`src/rtl/mult_pingpong_buffer.sv`:
```
// Multiplier feeding a two-bank ping-pong buffer with block drain; MULT_SIGNED_EN selects signed arithmetic.
// Latency: result write PIPE cycles after acceptance; drained word valid one cycle after its read strobe.
// Backpressure: RDY_mult drops when free bank space cannot cover in-flight results; dropped requests set ERR_drop.
module mult_pingpong_buffer #(
    parameter int OPW  = 16,
    parameter int N    = 32,
    parameter int AW   = 6,
    parameter int PIPE = 2
) (
    input  logic            CLK,
    input  logic            RST,
    input  logic            EN_mult,
    input  logic [OPW-1:0]  mult_input0,
    input  logic [OPW-1:0]  mult_input1,
    output logic            RDY_mult,
    output logic            EN_writeMem,
    output logic [AW:0]     writeMem_addr,
    output logic [N-1:0]    writeMem_val,
    input  logic            EN_blockRead,
    output logic            EN_readMem,
    output logic [AW:0]     readMem_addr,
    input  logic [N-1:0]    readMem_val,
    output logic            VALID_memVal,
    output logic [N-1:0]    memVal_data,
    output logic [1:0]      BANK_full,
    output logic            ERR_drop
);

    localparam int DEPTH = 1 << AW;
    localparam int PW    = 2 * OPW;
    localparam int CW    = AW + 2;

    typedef enum logic {R_IDLE = 1'b0, R_READ = 1'b1} rd_state_t;

    logic [PW-1:0] op0_ext, op1_ext, prod;
    logic [N-1:0]  result;

    // Sign-extending to full product width makes the low PW bits correct for both signednesses.
`ifdef MULT_SIGNED_EN
    assign op0_ext = {{OPW{mult_input0[OPW-1]}}, mult_input0};
    assign op1_ext = {{OPW{mult_input1[OPW-1]}}, mult_input1};
`else
    assign op0_ext = {{OPW{1'b0}}, mult_input0};
    assign op1_ext = {{OPW{1'b0}}, mult_input1};
`endif
    assign prod = op0_ext * op1_ext;

    generate
        if (N > PW) begin : g_ext
`ifdef MULT_SIGNED_EN
            assign result = {{(N-PW){prod[PW-1]}}, prod};
`else
            assign result = {{(N-PW){1'b0}}, prod};
`endif
        end else begin : g_trunc
            assign result = prod[N-1:0];
        end
    endgenerate

    logic [PIPE-1:0] pvld_q, pvld_d;
    logic [N-1:0]    pdat_q [PIPE];
    logic [N-1:0]    pdat_d [PIPE];
    logic [AW-1:0]   wa_q, wa_d, ra_q, ra_d;
    logic            wb_q, wb_d, rb_q, rb_d;
    logic [1:0]      full_q, full_d;
    logic            err_q, err_d;
    logic            rvld_q, rvld_d;
    rd_state_t       state_q, state_d;

    logic            accept, rdy, wr_en, rd_en, rd_other;
    logic [1:0]      set_full, clr_full;
    logic [CW-1:0]   credit, inflight;

    assign wr_en    = pvld_q[PIPE-1];
    assign rd_other = (state_q == R_READ) && (rb_q != wb_q);
    assign accept   = EN_mult && rdy;

    always_comb begin
        inflight = '0;
        for (int i = 0; i < PIPE; i++) begin
            inflight = inflight + CW'(pvld_q[i]);
        end
    end

    // The current bank offers its remaining words; the other bank only when it is empty and idle.
    always_comb begin
        credit = (full_q[wb_q] ? '0 : (CW'(DEPTH) - CW'(wa_q)))
               + ((full_q[~wb_q] || rd_other) ? '0 : CW'(DEPTH));
        rdy    = credit > inflight;
    end

    // Each stage only captures on a valid input, so the last stage holds the last written value.
    always_comb begin
        pvld_d    = '0;
        pvld_d[0] = accept;
        for (int i = 0; i < PIPE; i++) begin
            pdat_d[i] = pdat_q[i];
        end
        if (accept) begin
            pdat_d[0] = result;
        end
        for (int i = 1; i < PIPE; i++) begin
            pvld_d[i] = pvld_q[i-1];
            if (pvld_q[i-1]) begin
                pdat_d[i] = pdat_q[i-1];
            end
        end
    end

    always_comb begin
        wb_d     = wb_q;
        wa_d     = wa_q;
        set_full = '0;
        if (wr_en) begin
            if (wa_q == {AW{1'b1}}) begin
                set_full[wb_q] = 1'b1;
                wb_d           = ~wb_q;
                wa_d           = '0;
            end else begin
                wa_d = wa_q + AW'(1);
            end
        end
    end

    always_comb begin
        state_d  = state_q;
        rb_d     = rb_q;
        ra_d     = ra_q;
        clr_full = '0;
        rd_en    = 1'b0;
        case (state_q)
            R_IDLE: begin
                if (EN_blockRead && full_q[rb_q]) begin
                    state_d = R_READ;
                end
            end
            R_READ: begin
                rd_en = 1'b1;
                if (ra_q == {AW{1'b1}}) begin
                    clr_full[rb_q] = 1'b1;
                    rb_d           = ~rb_q;
                    ra_d           = '0;
                    state_d        = R_IDLE;
                end else begin
                    ra_d = ra_q + AW'(1);
                end
            end
            default: state_d = R_IDLE;
        endcase
    end

    // A fill and a drain completing on the same edge touch different banks, so both apply.
    always_comb begin
        full_d = (full_q | set_full) & ~clr_full;
        err_d  = err_q | (EN_mult & ~rdy);
        rvld_d = rd_en;
    end

    always_ff @(posedge CLK) begin
        if (RST) begin
            pvld_q  <= '0;
            for (int i = 0; i < PIPE; i++) begin
                pdat_q[i] <= '0;
            end
            wb_q    <= 1'b0;
            wa_q    <= '0;
            rb_q    <= 1'b0;
            ra_q    <= '0;
            full_q  <= '0;
            err_q   <= 1'b0;
            rvld_q  <= 1'b0;
            state_q <= R_IDLE;
        end else begin
            pvld_q  <= pvld_d;
            pdat_q  <= pdat_d;
            wb_q    <= wb_d;
            wa_q    <= wa_d;
            rb_q    <= rb_d;
            ra_q    <= ra_d;
            full_q  <= full_d;
            err_q   <= err_d;
            rvld_q  <= rvld_d;
            state_q <= state_d;
        end
    end

    assign RDY_mult      = rdy;
    assign EN_writeMem   = wr_en;
    assign writeMem_addr = {wb_q, wa_q};
    assign writeMem_val  = pdat_q[PIPE-1];
    assign EN_readMem    = rd_en;
    assign readMem_addr  = {rb_q, ra_q};
    assign VALID_memVal  = rvld_q;
    assign memVal_data   = readMem_val;
    assign BANK_full     = full_q;
    assign ERR_drop      = err_q;

endmodule

```
`config.mk`:
```
export PLATFORM = sky130hd
export DESIGN_NAME = mult_pingpong_buffer
export DESIGN_NICKNAME = d
export VERILOG_FILES = /design/src/rtl/mult_pingpong_buffer.sv
export SDC_FILE = /design/constraint.sdc
export NUM_CORES = 1
export LEC_CHECK = 0
export CAP_MARGIN = 10
export CORE_ASPECT_RATIO = 1.75
export CORE_MARGIN = 4
export CORE_UTILIZATION = 51
export CTS_CLUSTER_SIZE = 40
export DETAILED_ROUTE_END_ITERATION = 10
export HOLD_SLACK_MARGIN = 0.15
export PLACE_DENSITY = 0.77
export SYNTH_ARGS = -nofsm -noshare
export SYNTH_HDL_FRONTEND = slang
export SYNTH_SLANG_ARGS = --single-unit
```
`constraint.sdc`:
```
create_clock -name CLK -period 6.3 [get_ports CLK]
set_clock_uncertainty 0.15 [all_clocks]
set_input_delay 0.945 -clock CLK [delete_from_list [all_inputs] [get_ports CLK]]
set_output_delay 0.945 -clock CLK [all_outputs]
set_load 0.02 [all_outputs]
```
* Word level (Yosys, flattened, before mapping)
Index checks and enable logic that the tools add are counted.
Cells by class: $add $sub $neg 5, multiply operators 1, magnitude comparators 6, equality and inequality tests 3, muxes and demuxes 22, bitwise gates (word level) 9, reduce and logical (&&, ||, !) cells 8
Operator list (count):
- 16-bit by 16-bit multiplier with 32-bit output | 1
- 6-bit by 1-bit adder with 6-bit output (second input constant) | 2
- 6-bit == test (second input constant) | 2
- 6-bit two-way mux | 2
- 1-bit two-way mux | 11
- 8-bit by 7-bit adder with 8-bit output | 1
- 8-bit by 2-bit > comparator with 1-bit output | 1
- 2-bit two-way mux | 4
- 8-bit two-way mux | 1
- 7-bit by 6-bit subtractor with 8-bit output (first input constant) | 1
- 7-bit two-way mux | 1
- 1-bit by 2-bit < comparator with 1-bit output (second input constant) | 3
- 1-bit logical AND | 5
- 1-bit NOT | 4
- 2-bit AND reduction | 2
- 1-bit by 1-bit adder with 2-bit output | 1
- 2-bit bitwise AND | 1
- 1-bit demux with 1-bit select | 2
- 1-bit >= comparator (second input constant) | 2
- 2-bit NOT | 1
- 2-bit OR | 1
- 1-bit one-hot mux with 2 select lines | 1
- 1-bit bitwise AND | 1
- 1-bit logical OR | 1
- other kinds (2) | 2
Storage, ports and cells: register bits after elaboration 85, input bits 68, word-level logic and storage cells 65

* Logic depth before layout (Yosys ltp)
depth in word-level cells 10, depth in mapped cells 22, mapped depth without buffers 21

* Worst setup path before layout
OpenSTA, ideal clock, no wires.
kind input to register, start input mult_input1[1], end register pdat_q[62] (netlist name), arrival time 6.048 ns, path slack -0.035 ns, stages 19, cells stage by stage clkbuf_1 nand2_1 fa_1 fa_1 fa_1 fa_1 inv_1 fa_1 inv_1 fa_1 inv_1 ha_1 a21o_1 nand2_1 o21ai_0 o32ai_4 o21bai_2 o311ai_0 o211ai_1
Between the ends: longest elaborated chain between the ends 1
Ends and longest elaborated chain:
- from (decl) | line 14 | input logic [OPW-1:0] mult_input1,
- 16-bit by 16-bit multiplier with 32-bit output | line 46 | assign prod = op0_ext * op1_ext;
- to (signal assigned) | line 175 | pdat_q <= pdat_d;
- to (decl) | line 61 | logic [N-1:0] pdat_q [PIPE];
No other way between the ends. A chain may end at the register's enable or synchronous reset.

* Worst setup path after layout
start input mult_input1[6], end register pdat_q[63] (netlist name)
Same word-level chain as after synthesis.

==> qor.yml <==
hold_path:
  min_from: "ERR_drop"
  min_path_type: "flip-flop to flip-flop"
  whs_path_depth: 2
  hold_end: "ERR_drop"
die:
  die_area_mm2: 0.0270
  coreArea_mm2: 0.0240
  die_h_um: 214
  fp.dieW_um: 126
  initial_utilization_pct: 51.7
  rows: 75
  ioPinCount: 153
critical_path:
  r2r_cells: 11
  reg2reg_to: "pdat_q[62]"
  worst-setup-path-type: "primary input to flip-flop"
  critPathRequiredTime_ps: 6390
  crit_path_end_kind: "flip-flop"
  r2r_slack_ps: 2850
  critical_path_arrival_ps: 6310
  path_max_fanout: 6
  reg2reg_from: "pvld_q[0]"
  crit_path_start_kind: "primary input"
clock_tree:
  cts.root.buffer_cell: "clkbuf_16"
  clock_latency_ps: 330
  numCtsBuffers: 9
  clk_pin_slew_ps: 60
  cts_hold_buf: 0
  cts_tree: "done"
  clkSinkCount: 85
  htree_num_levels: 3
  cts_buffer_depth: 2
sta:
  fmax_mhz: 161
  slew_headroom_pct: 48.4
  finalSetupViolations: 0
  slew_violations: 0
  worst_pin_slew_ps: 774
  timing.final.crit_period_ps: 6220
  final-hold-violation-count: 0
  setup_ws_ps: 84.3
  tns_ps: 0
  fin_crit_sh_pct: 98.7
finish:
  drive_gt1_share_pct: 20.9
  layout_commonest_cell: "inv_1"
  area_growth_syn_to_layout_pct: 23.4
  layout.cells.non_filler: 1913
  final_cell_mix: "inv_1 (232), nand2_1 (185), fa_1 (182)"
  final_area_mm2: 0.0153
  antenna_cells: 0
  n_fill_cell: 1923
  nets: 1972
drt:
  wire_per_inst_um: 17.2
  routed_wl_mm: 32.8
  first_pass_iters: 5
  drt_iter0_markers: 566
  antenna_left: 0
  via_count: 10324
  vias_per_cell: 5.40
  route.detailed.drc: 0
global_route:
  grt_util_all_layers_pct: 23.0
  grt_max_degree: 79
  antenna_found_initial: 0
  grt_pass1_wl_mm: 51.5
  grt_pass1_vias: 10989
  grt.overflow.total: 0
outcome:
  outcome: "completed"
yosys:
  yosys_register_bits: 85
  yosys.area_share.simple_pct: 17.5
  synthMuxAreaShare_pct: 3.07
  async_flop_share_pct: 0
  syn_inst: 1433
  synth_compound_gate_area_share_pct: 8.04
  synthDistinctLibCells: 62
  syn_area_mm2: 0.0124
  synth_ff_type: "dfxtp_1"
  synth-xor-area-share_pct: 2.04
  syn_area_per_cell_um2: 8.67
  ys_seq_area_share_pct: 13.7
  netlist.area_leader.share_pct: 31.3
  synth_enable_flop_cells: 0
  synth_area_leaders: "fa_1 (31%), dfxtp_1 (14%), ha_1 (11%)"
  synth_top_area_cell: "fa_1"
  ys_warn_count: 0
  synthAdderAreaFrac_pct: 42.3
  synth_top_family_by_area: "adder cells"
  synthesis.nets: 1805
placement:
  place_area_mm2: 0.0142
  io_buffers: 88
  gp_congestion: 0.957
  hpwl_mm: 26.0
  dpl_worst_slack_ps: -841
  dp_cells: 1864
run:
  cap_violations: 0
==> what timing repair did <==
| action | 4_1_cts | 5_1_grt |
|---|---|---|
| hold endpoints to repair | 0 | 0 |
| setup buffers | 12 | 23 |
| gates resized for setup | 107 | 127 |
| pin swaps | 35 | 75 |
| endpoints found under the setup margin | 17 | 17 |
| cloned | 1 | 1 |
==> cell families (layout without fill, tap and decap cells) <==
kind of cell / count (synthesis) / in the layout
fa+ha+maj: 304 / 304
flops: 85 / 85
compound gates: 150 / 150
buf+inv: 372 / 544
mux: 38 / 38
xor+xnor: 29 / 29
simple gates: 455 / 455
==> layer usage <==
| layer | share of wire, % | GRT usage [%] |
|---|---|---|
| met5 | 0 | 0 |
| met3 | 3.8 | 1.69 |
| met1 | 35 | 24.2 |
| met2 | 55 | 44.0 |
| met4 | 6.2 | 13.1 |
==> worst max-delay path, stage by stage <==
cell	delay [ps]
clkbuf_4	160
buf_6	140
and2_1	150
fa_1	540
inv_2	40
fa_1	520
fa_2	590
inv_2	40
fa_2	450
fa_1	490
inv_1	50
fa_1	500
inv_2	50
ha_4	300
nand2_1	170
nor2_2	180
o2111ai_2	150
a21oi_2	230
o211ai_1	150
a21o_1	200
a311oi_1	250
==> sequential cells by signal, summed over array words and instances, names as in the netlist <==
register / flops
ERR_drop: 1
ra_q: 6
VALID_memVal: 1
wa_q: 6
pdat_q: 32
writeMem_val: 32
state_q: 1
rb_q: 1
pvld_q: 2
BANK_full: 2
wb_q: 1
==> cell type report <==
class                   count  area [um^2]  share of cell area (%)
flip-flops and latches     85         1700                    11.1
clock buffers               9          225                    1.47
repair buffers            282         2470                    16.1
inverters                 246          923                    6.02
multi-input cells         976         9530                    62.2
well taps                 308          385                    2.51
clock inverters             7         97.6                   0.637
==> through the flow <==
| stage | utilization (%) | hold slack (ps) |
|---|---|---|
| after CTS | 62.1 | 298 |
| after global placement | 59.2 | 286 |
| after global routing | 63.8 | 317 |
| after floorplan | - | 275 |
| final | 63.8 | 295 |
| after detailed placement | 59.2 | 289 |
==> worst max-delay path by stage <==
stage / start / to / slack (ps)
final: mult_input1[6] / pdat_q[63] / 80
after global routing: mult_input0[2] / pdat_q[57] / -50
after CTS: mult_input0[4] / pdat_q[56] / 7
after detailed placement: mult_input0[5] / pdat_q[62] / -840
after global placement: mult_input0[5] / pdat_q[62] / -700
after floorplan: mult_input0[10] / pdat_q[62] / -10
==> synthesized netlist by cell type, types with 4 or more instances <==
library cell and number:
a211oi_1 6, a21o_1 10, a21oi_1 55, a22o_1 4
a31oi_1 4, and2_1 124, buf_2 4, buf_4 66
clkbuf_1 54, dfxtp_1 85, fa_1 194, ha_1 110
inv_1 246, mux2i_1 37, nand2_1 194, nand2b_1 7
nand3_1 12, nand3b_1 4, nand4_1 9, nor2_1 74
nor2b_1 8, nor3_1 8, o211ai_1 9, o21ai_0 25
o311ai_0 4, xnor2_1 16, xor2_1 13
Power is left out: the tool's default activity adds up to more than one toggle a clock period on the data nets, which glitch-free logic cannot reach.
